[src/rtl/alu_frame_master_pkg.sv]
// Shared definitions for the ALU frame master and the UART-side ALU responder.
// Holds default data width, frame sync byte, frame byte order and FSM state encoding.
package alu_frame_master_pkg;

  localparam int         DEF_NB_DATA   = 8;
  localparam logic [7:0] DEF_START_FSM = 8'hFF;

  // Request frame byte order on the wire: sync, operand A, operand B, opcode.
  localparam int FRAME_LEN     = 4;
  localparam int FRAME_IDX_SYN = 0;
  localparam int FRAME_IDX_A   = 1;
  localparam int FRAME_IDX_B   = 2;
  localparam int FRAME_IDX_OP  = 3;

  // One-hot master FSM states.
  typedef enum logic [6:0] {
    IDLE      = 7'b000_0001,
    SEND_SYNC = 7'b000_0010,
    SEND_A    = 7'b000_0100,
    SEND_B    = 7'b000_1000,
    SEND_OP   = 7'b001_0000,
    WAIT_RES  = 7'b010_0000,
    RESP      = 7'b100_0000
  } state_t;

endpackage

[src/rtl/alu_frame_master_if.sv]
// Bus bundle for the ALU frame master: request handshake, UART TX FIFO push side,
// UART RX FIFO pop side (first-word-fall-through) and response handshake.
// master: the frame master itself. slave: the surrounding request source, FIFOs
// and response consumer.
interface alu_frame_master_if
  import alu_frame_master_pkg::*;
#(
  parameter int NB_DATA = DEF_NB_DATA
);
  logic               req_valid;
  logic               req_ready;
  logic [NB_DATA-1:0] req_a;
  logic [NB_DATA-1:0] req_b;
  logic [NB_DATA-3:0] req_op;
  logic               tx_full;
  logic               wr_tx;
  logic [NB_DATA-1:0] data_tx;
  logic [NB_DATA-1:0] data_rx;
  logic               empty_rx;
  logic               rd;
  logic               rsp_valid;
  logic               rsp_ready;
  logic [NB_DATA-1:0] rsp_data;
  logic               rsp_timeout;

  modport master (
    input  req_valid, req_a, req_b, req_op, tx_full, data_rx, empty_rx, rsp_ready,
    output req_ready, wr_tx, data_tx, rd, rsp_valid, rsp_data, rsp_timeout
  );

  modport slave (
    output req_valid, req_a, req_b, req_op, tx_full, data_rx, empty_rx, rsp_ready,
    input  req_ready, wr_tx, data_tx, rd, rsp_valid, rsp_data, rsp_timeout
  );
endinterface

[src/rtl/alu_frame_master_timeout_counter.sv]
// Response timeout counter.
// clk/reset: clock and synchronous active-high reset.
// clear: zero the count (held while the master is outside WAIT_RES).
// en: count one more empty cycle. done: count has reached TERM.
// The count saturates at all-ones so a long stall can never wrap back to TERM.
module timeout_counter #(
  parameter int         W    = 16,
  parameter logic [W-1:0] TERM = '1
) (
  input  logic clk,
  input  logic reset,
  input  logic clear,
  input  logic en,
  output logic done
);
  logic [W-1:0] count;

  always_ff @(posedge clk) begin
    if (reset || clear)          count <= '0;
    else if (en && (count != '1)) count <= count + 1'b1;
  end

  assign done = (count == TERM);
endmodule

[src/rtl/alu_frame_master.sv]
// ALU frame master: takes an operand request, sends the frame
// {START_FSM, A, B, {2'b00,op}} into the UART TX FIFO, waits for one result byte
// in the RX FIFO (or a timeout) and presents it as a held response.
// Ports: clk, reset (sync, active high); bus (master modport) carries the request,
// TX FIFO, RX FIFO and response signals.
module alu_frame_master
  import alu_frame_master_pkg::*;
#(
  parameter int                 NB_DATA        = DEF_NB_DATA,
  parameter logic [NB_DATA-1:0] START_FSM      = NB_DATA'(DEF_START_FSM),
  parameter int                 NB_TIMEOUT     = 16,
  parameter int                 TIMEOUT_CYCLES = 50000
) (
  input logic               clk,
  input logic               reset,
  alu_frame_master_if.master bus
);
  localparam logic [NB_TIMEOUT-1:0] TMO_TERM = NB_TIMEOUT'(TIMEOUT_CYCLES - 1);

  state_t             state, state_next;
  logic [NB_DATA-1:0] a_q, b_q, rsp_data_q, data_tx;
  logic [NB_DATA-3:0] op_q;
  logic               rsp_timeout_q;
  logic               load, capture, expire, tmo_done;
  logic               req_ready, wr_tx, rd, rsp_valid;

  timeout_counter #(.W(NB_TIMEOUT), .TERM(TMO_TERM)) u_tmo (
    .clk   (clk),
    .reset (reset),
    .clear (state != WAIT_RES),
    .en    ((state == WAIT_RES) && bus.empty_rx),
    .done  (tmo_done)
  );

  always_ff @(posedge clk) begin
    if (reset) state <= IDLE;
    else       state <= state_next;
  end

  always_comb begin
    state_next = state;
    req_ready  = 1'b0;
    wr_tx      = 1'b0;
    data_tx    = '0;
    rd         = 1'b0;
    rsp_valid  = 1'b0;
    load       = 1'b0;
    capture    = 1'b0;
    expire     = 1'b0;
    unique case (state)
      IDLE: begin
        req_ready = 1'b1;
        rd        = !bus.empty_rx;  // drop stale bytes from an earlier aborted frame
        if (bus.req_valid) begin
          load       = 1'b1;
          state_next = SEND_SYNC;
        end
      end
      SEND_SYNC: begin
        data_tx = START_FSM;
        wr_tx   = !bus.tx_full;
        if (!bus.tx_full) state_next = SEND_A;
      end
      SEND_A: begin
        data_tx = a_q;
        wr_tx   = !bus.tx_full;
        if (!bus.tx_full) state_next = SEND_B;
      end
      SEND_B: begin
        data_tx = b_q;
        wr_tx   = !bus.tx_full;
        if (!bus.tx_full) state_next = SEND_OP;
      end
      SEND_OP: begin
        data_tx = {2'b00, op_q};
        wr_tx   = !bus.tx_full;
        if (!bus.tx_full) state_next = WAIT_RES;
      end
      WAIT_RES: begin
        rd = !bus.empty_rx;
        // A byte arriving on the terminal-count cycle takes priority over the abort.
        if (!bus.empty_rx) begin
          capture    = 1'b1;
          state_next = RESP;
        end else if (tmo_done) begin
          expire     = 1'b1;
          state_next = RESP;
        end
      end
      RESP: begin
        rsp_valid = 1'b1;
        if (bus.rsp_ready) state_next = IDLE;
      end
      default: state_next = IDLE;
    endcase
    if (reset) begin
      req_ready = 1'b0;
      wr_tx     = 1'b0;
      data_tx   = '0;
      rd        = 1'b0;
      rsp_valid = 1'b0;
      load      = 1'b0;
      capture   = 1'b0;
      expire    = 1'b0;
    end
  end

  always_ff @(posedge clk) begin
    if (reset) begin
      a_q           <= '0;
      b_q           <= '0;
      op_q          <= '0;
      rsp_data_q    <= '0;
      rsp_timeout_q <= 1'b0;
    end else begin
      if (load) begin
        a_q  <= bus.req_a;
        b_q  <= bus.req_b;
        op_q <= bus.req_op;
      end
      if (capture) begin
        rsp_data_q    <= bus.data_rx;
        rsp_timeout_q <= 1'b0;
      end else if (expire) begin
        rsp_data_q    <= '0;
        rsp_timeout_q <= 1'b1;
      end
    end
  end

  assign bus.req_ready   = req_ready;
  assign bus.wr_tx       = wr_tx;
  assign bus.data_tx     = data_tx;
  assign bus.rd          = rd;
  assign bus.rsp_valid   = rsp_valid;
  assign bus.rsp_data    = reset ? '0 : rsp_data_q;
  assign bus.rsp_timeout = reset ? 1'b0 : rsp_timeout_q;
endmodule

[src/flat_wrapper.sv]
// flat-port wrapper written by rule: the top's interface ports become plain ports
module alu_frame_master_flat import alu_frame_master_pkg::*;
#(
  parameter int                 NB_DATA        = DEF_NB_DATA,
  parameter logic [NB_DATA-1:0] START_FSM      = NB_DATA'(DEF_START_FSM),
  parameter int                 NB_TIMEOUT     = 16,
  parameter int                 TIMEOUT_CYCLES = 50000
)
  (clk, reset, bus_req_valid, bus_req_a, bus_req_b, bus_req_op, bus_tx_full, bus_data_rx, bus_empty_rx, bus_rsp_ready, bus_req_ready, bus_wr_tx, bus_data_tx, bus_rd, bus_rsp_valid, bus_rsp_data, bus_rsp_timeout);
  alu_frame_master_if #(.NB_DATA(NB_DATA)) bus_i ();
  input logic clk;
  input logic reset;
  input wire logic [$bits(bus_i.req_valid)-1:0] bus_req_valid;
  input wire logic [$bits(bus_i.req_a)-1:0] bus_req_a;
  input wire logic [$bits(bus_i.req_b)-1:0] bus_req_b;
  input wire logic [$bits(bus_i.req_op)-1:0] bus_req_op;
  input wire logic [$bits(bus_i.tx_full)-1:0] bus_tx_full;
  input wire logic [$bits(bus_i.data_rx)-1:0] bus_data_rx;
  input wire logic [$bits(bus_i.empty_rx)-1:0] bus_empty_rx;
  input wire logic [$bits(bus_i.rsp_ready)-1:0] bus_rsp_ready;
  output wire logic [$bits(bus_i.req_ready)-1:0] bus_req_ready;
  output wire logic [$bits(bus_i.wr_tx)-1:0] bus_wr_tx;
  output wire logic [$bits(bus_i.data_tx)-1:0] bus_data_tx;
  output wire logic [$bits(bus_i.rd)-1:0] bus_rd;
  output wire logic [$bits(bus_i.rsp_valid)-1:0] bus_rsp_valid;
  output wire logic [$bits(bus_i.rsp_data)-1:0] bus_rsp_data;
  output wire logic [$bits(bus_i.rsp_timeout)-1:0] bus_rsp_timeout;
  assign bus_i.req_valid = bus_req_valid;
  assign bus_i.req_a = bus_req_a;
  assign bus_i.req_b = bus_req_b;
  assign bus_i.req_op = bus_req_op;
  assign bus_i.tx_full = bus_tx_full;
  assign bus_i.data_rx = bus_data_rx;
  assign bus_i.empty_rx = bus_empty_rx;
  assign bus_i.rsp_ready = bus_rsp_ready;
  assign bus_req_ready = bus_i.req_ready;
  assign bus_wr_tx = bus_i.wr_tx;
  assign bus_data_tx = bus_i.data_tx;
  assign bus_rd = bus_i.rd;
  assign bus_rsp_valid = bus_i.rsp_valid;
  assign bus_rsp_data = bus_i.rsp_data;
  assign bus_rsp_timeout = bus_i.rsp_timeout;
  alu_frame_master #(.NB_DATA(NB_DATA), .START_FSM(START_FSM), .NB_TIMEOUT(NB_TIMEOUT), .TIMEOUT_CYCLES(TIMEOUT_CYCLES)) u_core (.clk(clk), .reset(reset), .bus(bus_i));
endmodule
[config.mk]
export PLATFORM = sky130hd
export DESIGN_NAME = alu_frame_master_flat
export DESIGN_NICKNAME = d
export VERILOG_FILES = /design/src/rtl/alu_frame_master_pkg.sv /design/src/rtl/alu_frame_master_if.sv /design/src/rtl/alu_frame_master_timeout_counter.sv /design/src/rtl/alu_frame_master.sv /design/src/flat_wrapper.sv
export SDC_FILE = /design/constraint.sdc
export NUM_CORES = 1
export LEC_CHECK = 0
export ABC_CLOCK_PERIOD_IN_PS = 4200
export CAP_MARGIN = 20
export CORE_UTILIZATION = 55
export DETAILED_ROUTE_END_ITERATION = 6
export PLACE_DENSITY = 0.95
export SYNTH_ARGS = -nofsm -noshare
export SYNTH_HDL_FRONTEND = slang
export SYNTH_SLANG_ARGS = --single-unit
export TNS_END_PERCENT = 1
[constraint.sdc]
create_clock -name clk -period 4.2 [get_ports clk]
set_clock_uncertainty 0.1 [all_clocks]
set_input_delay 0.42 -clock clk [delete_from_list [all_inputs] [get_ports clk]]
set_output_delay 0.42 -clock clk [all_outputs]
set_load 0.02 [all_outputs]
Word-level counts from Yosys, hierarchy flattened:

Cells that the tools add are included.

* input bits: 36
* word-level logic and storage cells: 68
* output and inout port bits: 21
* register bits after elaboration: 54

* eq/ne operators: 17
* mux-type cells: 33
* $add $sub $neg: 1
* reduce and logical (&&, ||, !) cells: 10

Operators with widths (count)
* two-way mux 7 bit: 8
* one-hot mux 7 bit (7 select lines): 1
* two-way mux 8 bit: 4
* one-hot mux 8 bit (4 select lines): 1
* two-way mux 1 bit: 19
* adder 16 x 1 -> 16 bit (second input constant): 1
* == test 16 bit (second input constant): 1
* != test 16 bit (second input constant): 1
* != test 2 bit (second input constant): 6
* == test 7 x 1 -> 1 bit (second input constant): 1
* == test 7 x 2 -> 1 bit (second input constant): 1
* == test 7 x 3 -> 1 bit (second input constant): 1
* == test 7 x 4 -> 1 bit (second input constant): 1
* == test 7 x 5 -> 1 bit (second input constant): 1
* == test 7 x 6 -> 1 bit (second input constant): 1
* == test 7 bit (second input constant): 1
* != test 7 x 6 -> 1 bit (second input constant): 1
* AND reduction 7 bit: 1
* OR reduction 2 bit: 2
* OR reduction 4 bit: 1
* != test 3 x 2 -> 1 bit (second input constant): 1
* logical AND 1 bit: 2
* zero test 1 bit: 2
* nonzero test 2 bit: 1
* logical OR 1 bit: 1

Longest topological paths before layout:

* word-level depth: 7
* mapped depth: 8

By module:

Synthesis repeated with hierarchy kept, for this count alone.

* cells, all modules: 324
* area, all modules: 2755.1 um^2

By module, submodules not included
* alu_frame_master: seq. area each 760.7 um^2, times used 1, cells an instance 229, area an instance 1860.5 um^2
* timeout_counter: seq. area each 320.3 um^2, times used 1, cells an instance 95, area an instance 894.6 um^2

Least setup slack after synthesis:

Ideal clock, no wire load.

* path type: register to output
* from: register u_core.state[5]
* to: output bus_data_tx[0]
* arrival time: 1.904 ns
* stages on the path, launching flop included: 7
* slack: 1.776 ns
* required time: 3.680 ns
* path buffers: 1
* cell sequence: dfxtp_1 clkbuf_1 nor3_2 nand2_1 nor3b_1 a221oi_1 nor2_1

* cells in the longest elaborated chain, start to end: 3

Ends and longest elaborated chain
* from (decl): RTL line alu_frame_master.sv:20 `state_t state, state_next;`
* from (signal assigned): RTL line alu_frame_master.sv:37 `else state <= state_next;`
* == test 7 x 5 -> 1 bit (tied with other cells): RTL line alu_frame_master.sv:50 `unique case (state)`
* one-hot mux 8 bit (4 select lines) *: RTL line alu_frame_master.sv:50
* two-way mux 8 bit *: RTL line alu_frame_master.sv:96 `if (reset) begin`
* to (decl): RTL line flat_wrapper.sv:23 `output wire logic [$bits(bus_i.data_tx)-1:0] bus_data_tx;`

Every way passes the cells marked *; elsewhere a longest branch is shown, timed or not.

Final worst setup path:

* from: register u_core.state[5]
* to: output bus_data_tx[4]

Same word-level chain as after synthesis.

==> results.ini <==
[status]
status = completed

[worst_hold_path]
hp-class = reg2reg

[pwr]
pwr-share-seq = 0.563
swShare = 0.251
clockPowerShare = 0.306
vdd_drop_max_uv = 226
p_int_mw = 0.732
combinationalPowerShare = 0.131
leakagePower_nw = 1.14
switching_power_mw = 0.245
cellPowerDensity_nw_per_um2 = 294
power_mw = 0.977

[setup_path]
end_kind = output pin
max_stage_delay_ns = 0.80
cp.arrival_ns = 2.99
path_max_fanout = 12
slowest_stage = nor3b_1
crit_path_cell_trace = nor3_2, nand2_1, nor3b_1, a221oi_1, nor2_1, clkdlybuf4s50_1
critical_path_class = reg2out
start_kind = flip-flop
worst_ep_required_time_ns = 3.68

[job]
max_cap_viol_count = 0

[timing]
finalCritPeriodShare = 0.835
setup_viol = 0
tns_ns = 0
hold_viol = 0
rsz0062_at_grt = no
worstMarginPinSlew_ns = 0.983
fmax_ghz = 0.285
hold_ws_ns = 0.354
relSlewSlack = 0.343
slew_violations = 0
period_needed_ns = 3.51

[grt]
grt_start_max_net_pins = 46
grt_remaining_overflow = 0
grt_pass1_vias = 2386
grt_pass1_wl_um = 10500
antenna_found_initial = 0
grt.total_usage = 0.257

[route]
wl_um = 6150
met2WireLength_um = 3030
drt_iter0_drc = 181
dr_wl_met3_um = 284
via_per_inst = 5.84
vias = 2498
wl_met1_um = 2710
wire_per_inst_um = 14.4
ant_nets = 0
routed.top_layer = met4
route.detailed.drc = 0
dr.pass1.iters = 4

[placed_design]
io_buffers = 56
place_hpwl_um = 4440
gp_congestion = 0.897
placed_cells = 420
placed_area_um2 = 3230

[cells_and_area]
syn_to_final_growth_pct = 24.2
final_cell_count_no_fill = 428
layout-drive-gt1-share = 0.0695
final_nets = 410
insertedDiodeCount = 0
final_area_um2 = 3320

[clock_tree]
cts_tree = built
ctsHtreeMaxLevel = 2
cts_made_buffers = 5
ctsHoldBuffers = 0
clkTransAtPathRegs_ns = 0.09
cts_sinks = 54
ctsResizeCount = 0
clk_latency_ns = 0.31
cts_max_path_buffers = 2
cts-root-buf = clkbuf_8
cts_setup_buffers = 0

[die]
coreArea_um2 = 4690
initial_core_util = 0.570
die_h_um = 71.7
dieArea_um2 = 5150
die_w_um = 71.7
rows = 25
pin_count = 57

[synthesis]
ys.flop_type = dfxtp_1
yosys_warnings = 0
synth_nets = 363
synth_edf_count = 0
ys_seq_elements = 54
ys_types = 53
synth_area_leader_cell = dfxtp_1
avgSynthCellArea_um2 = 8.21
yosysSeqAreaShare = 0.404
synth_top_area_frac = 0.404
syn_inst = 326
ys_top_cells_by_area = dfxtp_1 40%, nand2_1 7.9%, nor2_1 4.9%, o21ai_1 4.1%, xor2_1 3.6%
synth-async-reset-ratio = 0
syn_area_um2 = 2680

kinds of logic (layout without fill, tap and decap cells):
family / count (synthesis) / count (layout) / synth area share
fa+ha+maj: 1 / 1 / 0.00468
compound gates: 86 / 86 / 0.222
xor+xnor: 11 / 11 / 0.0360
simple gates: 149 / 149 / 0.285
mux: 1 / 1 / 0.00374
buf+inv: 24 / 72 / 0.0449
flops: 54 / 54 / 0.404
sequential cells by signal (all words and copies together), names as in the netlist:
name                  count
u_core.u_tmo.count       16
u_core.a_q                8
u_core.b_q                8
u_core.rsp_data_q         8
u_core.state              7
u_core.op_q               6
u_core.rsp_timeout_q      1
cell type report:
| class | count | area (um^2) |
|---|---|---|
| flip-flops and latches | 54 | 1080 |
| multi-input cells | 248 | 1470 |
| fillers | 355 | 1370 |
| repair buffers | 60 | 591 |
| well taps | 54 | 67.6 |
| clock buffers | 6 | 82.6 |
| clock inverters | 2 | 12.5 |
| inverters | 4 | 15.0 |
synth_stat cells (6+ instances only):
master    number
nand2_1       56
clkbuf_1      10
nor2_1        35
a21oi_1       19
a22o_1         8
and3_1         6
o211ai_1       7
nor2b_1       11
a221oi_1       6
o21ai_1       22
xor2_1        11
dfxtp_1       54
nand4_1        6
path summary, 6_finish.rpt:
check | startpoint | end | slack, ns | cells after the start
max | u_core.state[5] | bus_data_tx[4] | 0.69 | 6
min | u_core.b_q[6] | u_core.b_q[6] | 0.35 | 2
max reg2reg | u_core.state[1] | u_core.u_tmo.count[15] | 1.83 | 5
min reg2reg | u_core.b_q[6] | u_core.b_q[6] | 0.35 | 2
placed cells by master (no fill, tap or decap), types with 2 or more instances in the layout:
| cell | instances |
|---|---|
| dfxtp_1 | 54 |
| and3_1 | 6 |
| nor3_1 | 3 |
| a221oi_1 | 6 |
| or3_1 | 3 |
| nor3b_1 | 3 |
| o2111ai_1 | 4 |
| nor2b_1 | 11 |
| nor4_1 | 3 |
| nand2_1 | 56 |
| and2_1 | 3 |
| nor2_1 | 35 |
| xor2_1 | 11 |
| a22o_1 | 8 |
| a21oi_1 | 19 |
| o31ai_1 | 2 |
| buf_4 | 4 |
| inv_1 | 3 |
| and4_1 | 4 |
| clkbuf_8 | 6 |
| nand4_1 | 6 |
| o41ai_1 | 2 |
| o21ai_0 | 5 |
| o21ai_1 | 22 |
| nand3_1 | 3 |
| clkdlybuf4s50_1 | 56 |
| or4_4 | 3 |
| nand2b_1 | 2 |
| o211ai_1 | 7 |
critical path: cells and delay by family (launching register included):
family,cells,cell delay (ns)
AND/OR/NAND/NOR,4,1.36
flip-flops,1,0.46
AO/OA/AOI/OAI,1,0.24
buffers and inverters,1,0.62
layer usage:
metal / track usage / vias to the layer above
li1: - / 1259
met1: 0.318 / 1165
met2: 0.431 / 63
met3: 0.0591 / 11
met4: 0.105 / 0
met5: 0 / -
per-stage QoR:
| stage | util | setup WS (ns) |
|---|---|---|
| 2_1_floorplan | - | 1.78 |
| 3_3_place_gp | 0.688 | 1.07 |
| 3_5_place_dp | 0.688 | 0.993 |
| 4_1_cts | 0.708 | 0.649 |
| 5_1_grt | 0.708 | 0.452 |
| 6_report | 0.708 | 0.694 |
power groups by stage:
stage	registers, mW	logic (mW)	clock network (mW)
after floorplan	0.555	0.0819	0
after global placement	0.561	0.124	0
after detailed placement	0.561	0.127	0
after CTS	0.549	0.128	0.308
after global routing	0.552	0.143	0.327
final	0.550	0.128	0.298
Power figures use the tool's default switching activity.
==> edit (same settings) <==
The 7 states of `state_t` get a Gray code encoding in 3 bits. Comments in the files are not updated.
--- a/src/rtl/alu_frame_master_pkg.sv
+++ b/src/rtl/alu_frame_master_pkg.sv
@@ -15,10 +15,10 @@
   // One-hot master FSM states.
-  typedef enum logic [6:0] {
-    IDLE      = 7'b000_0001,
-    SEND_SYNC = 7'b000_0010,
-    SEND_A    = 7'b000_0100,
-    SEND_B    = 7'b000_1000,
-    SEND_OP   = 7'b001_0000,
-    WAIT_RES  = 7'b010_0000,
-    RESP      = 7'b100_0000
+  typedef enum logic [2:0] {
+    IDLE      = 3'b000,
+    SEND_SYNC = 3'b001,
+    SEND_A    = 3'b011,
+    SEND_B    = 3'b010,
+    SEND_OP   = 3'b110,
+    WAIT_RES  = 3'b111,
+    RESP      = 3'b101
   } state_t;
Formal check against the unedited RTL: same outputs for any inputs over 10 cycles, from zero or initial values and one cycle with reset high; not proved beyond that.
==> edit against the unedited design <==
- routed wire length is 2.8% lower
- synthesized area down 6.9%
- sequential share of layout area is 1.1 points lower
- worst setup slack improved by 220 ps
- worst hold slack better by 25 ps
- die area decreased by 6.7%
- final area decreased by 4.3%
- sequential cell count shrank 4
- critical endpoint unchanged
- largest cell class unchanged
- highest routed layer unchanged
Power is not compared: it rests on default switching activity, and its combinational part moved more than twofold at a synthesized area within 25%.
==> edit: results (changes against the unedited design) <==
GRT:
- The largest net degree at the start of global routing is 43 (-6.5%).
- The initial antenna violation count is 0 (unchanged).
- The first-pass GRT wire length is 9956 um (-5.1%).
- The global-route usage over all layers is 0.2552 (-0.001499).
- The number of global-route vias before repair came to 2252 (-5.6%).

Layout:
- The final net count is 400 (-2.4%).
- The final antenna diode count is 0 (unchanged).
- The register with the highest flop count is u_core.u_tmo.count.
- The fraction of final layout cells sized beyond drive strength 1 is 0.04132 (-0.02820).
- The total of fill cells in the finished design is 323 (-9.0%).
- The final core utilization was 0.7305 (+0.02219).

Placement:
- The final estimated routing congestion in global placement is 0.8259 (-7.9%).
- The area of placed instances was 0.003057 mm^2 (-5.3%).
- The placed wire-length estimate came to 4117 um (-7.3%).
- The count of input and output buffers came to 56 (unchanged).
- The number of placed cells counting well taps is 407 (-3.1%).

CTS:
- The maximum level of the CTS H-tree was 2 (unchanged).
- The clock transition at the registers of the reported paths is roughly 80 ps.
- The number of CTS-inserted buffers came to 5 (unchanged).
- The number of instances resized during post-cts repair is 0 (unchanged).
- The tree is rooted in a sky130_fd_sc_hd__clkbuf_8.
- The buffer depth of the longest clock path was 2 (unchanged).
- At the later pin of the worst-skew pair, clock insertion delay measures roughly 300 ps.
- The total setup buffers inserted after CTS is 0 (unchanged).

Route:
- The total wire length after detailed routing is 5975 um (-2.8%).
- The number of optimization iterations in the first detailed-route pass is 4 (unchanged).
- The mean number of vias per cell is 5.969 (+2.3%).
- The number of vias after detailed routing is 2477 (-0.84%).
- The number of violations reported at the end of detailed-routing iteration 0 came to 166 (-8.3%).

Yosys:
- Ranked by instance count, the synthesized netlist is headed by sky130_fd_sc_hd__nand2_1 (71), sky130_fd_sc_hd__dfxtp_1 (50), sky130_fd_sc_hd__a21oi_1 (24), sky130_fd_sc_hd__nand3b_1 (22), sky130_fd_sc_hd__clkbuf_1 (16).
- The synthesized instance count is 316 (-3.1%).
- Among all cell types in the netlist, the one instantiated most often is sky130_fd_sc_hd__nand2_1.
- The unique cell type count in the Yosys netlist is 40 (-25%).
- The net count after synthesis was 353 (-2.8%).
- The number of warnings printed during yosys synthesis is 0 (unchanged).
- The sequential cell area fraction in the yosys report is 0.4020 (-0.002106).
- Yosys attributes the largest share of cell area to sky130_fd_sc_hd__dfxtp_1 (40%), sky130_fd_sc_hd__nand2_1 (11%), sky130_fd_sc_hd__nand3b_1 (6.6%).
- In the synthesized netlist the dominant register cell turns out to be sky130_fd_sc_hd__dfxtp_1.
- The async set or reset register ratio after synthesis is 0 (unchanged).

Power and ir drop:
- In this run the static leakage power is 1.146 nW.
- After layout, the design draws a total of about 0.0012 W.
- VDD sags by at most about 0.24 mV.

Timing:
- The slew of the pin with the lowest slew margin came to 716.4 ps (-266.9 ps).
- The number of endpoints with negative hold slack in the final report came to 0 (unchanged).

Hold path:
- The worst min-delay path class is reg2reg.

Status:
- The run finished with clean final reports.

Setup path:
- The endpoint arrival time on the critical path is 2770 ps (-220 ps).
- The worst-path maximum fanout is 19 (+7).
==> edit: changes by cell type after synthesis, moves of 7 or more <==
cell | unedited run | this run
sky130_fd_sc_hd__or4_1 | 1 | 12
sky130_fd_sc_hd__nand2_1 | 56 | 71
sky130_fd_sc_hd__o31ai_1 | 2 | 10
sky130_fd_sc_hd__nor2_1 | 35 | 14
sky130_fd_sc_hd__xor2_1 | 11 | 1
sky130_fd_sc_hd__nand3b_1 | 0 | 22
sky130_fd_sc_hd__o211ai_1 | 7 | 0
sky130_fd_sc_hd__o21ai_1 | 22 | 0
==> edit: cell type report <==
class / count / area share
clock buffers: 6 / 0.02596
clock inverters: 1 / 0.009441
inverters: 3 / 0.003541
multi-input cells: 243 / 0.4390
flip-flops and latches: 50 / 0.3147
well taps: 52 / 0.02046
repair buffers: 60 / 0.1869
==> edit: path summary, 6_finish.rpt <==
| kind | from | to | slack (ps) | depth (start not counted) |
|---|---|---|---|---|
| max | register | bus_data_tx[4] | 910 | 5 |
| min | u_core.a_q[2] | u_core.a_q[2] | 380 | 2 |
| max reg2reg | u_core.state[0] | u_core.u_tmo.count[15] | 1690 | 4 |
| min reg2reg | u_core.a_q[2] | u_core.a_q[2] | 380 | 2 |
==> edit: critical path, stage by stage (launching register included) <==
cell and delay (ps):
sky130_fd_sc_hd__dfxtp_1 720, sky130_fd_sc_hd__nor2b_1 520, sky130_fd_sc_hd__and2_0 350, sky130_fd_sc_hd__nand2_1 100, sky130_fd_sc_hd__a21oi_1 150, sky130_fd_sc_hd__clkdlybuf4s50_1 620
==> edit: power by group through the flow <==
stage / clock, W / sequential (W) / combinational [W]
floorplan: 0 / 0.000550 / 0.000216
global placement: 0 / 0.000593 / 0.000272
detailed placement: 0 / 0.000594 / 0.000279
CTS: 0.000349 / 0.000586 / 0.000282
global route: 0.000373 / 0.000597 / 0.000314
finish: 0.000345 / 0.000588 / 0.000287
==> edit: routing by layer <==
layer	wire length (um)	track usage
met5	0	0
met4	123	0.1066
met3	306	0.06541
met2	2907	0.4186
met1	2638	0.3179
==> edit: cells by family after synthesis <==
kind of cell,Yosys count,share of synthesized area
DFF,50,0.4020
and+or+nand+nor,173,0.3714
xor gates and xnor gates,1,0.003518
AOI/OAI and AO/OA,68,0.1809
buffers and inverters,23,0.03719
adders and majority gates,1,0.005024
==> edit: metrics by stage <==
stage | hold slack (ps) | setup slack, ps
after detailed placement | 361.2 | 1284
final | 378.8 | 910.3
after global placement | 345.6 | 1389
after global routing | 399.2 | 707.2
after CTS | 376.6 | 939.3
after floorplan | 332.7 | 1841
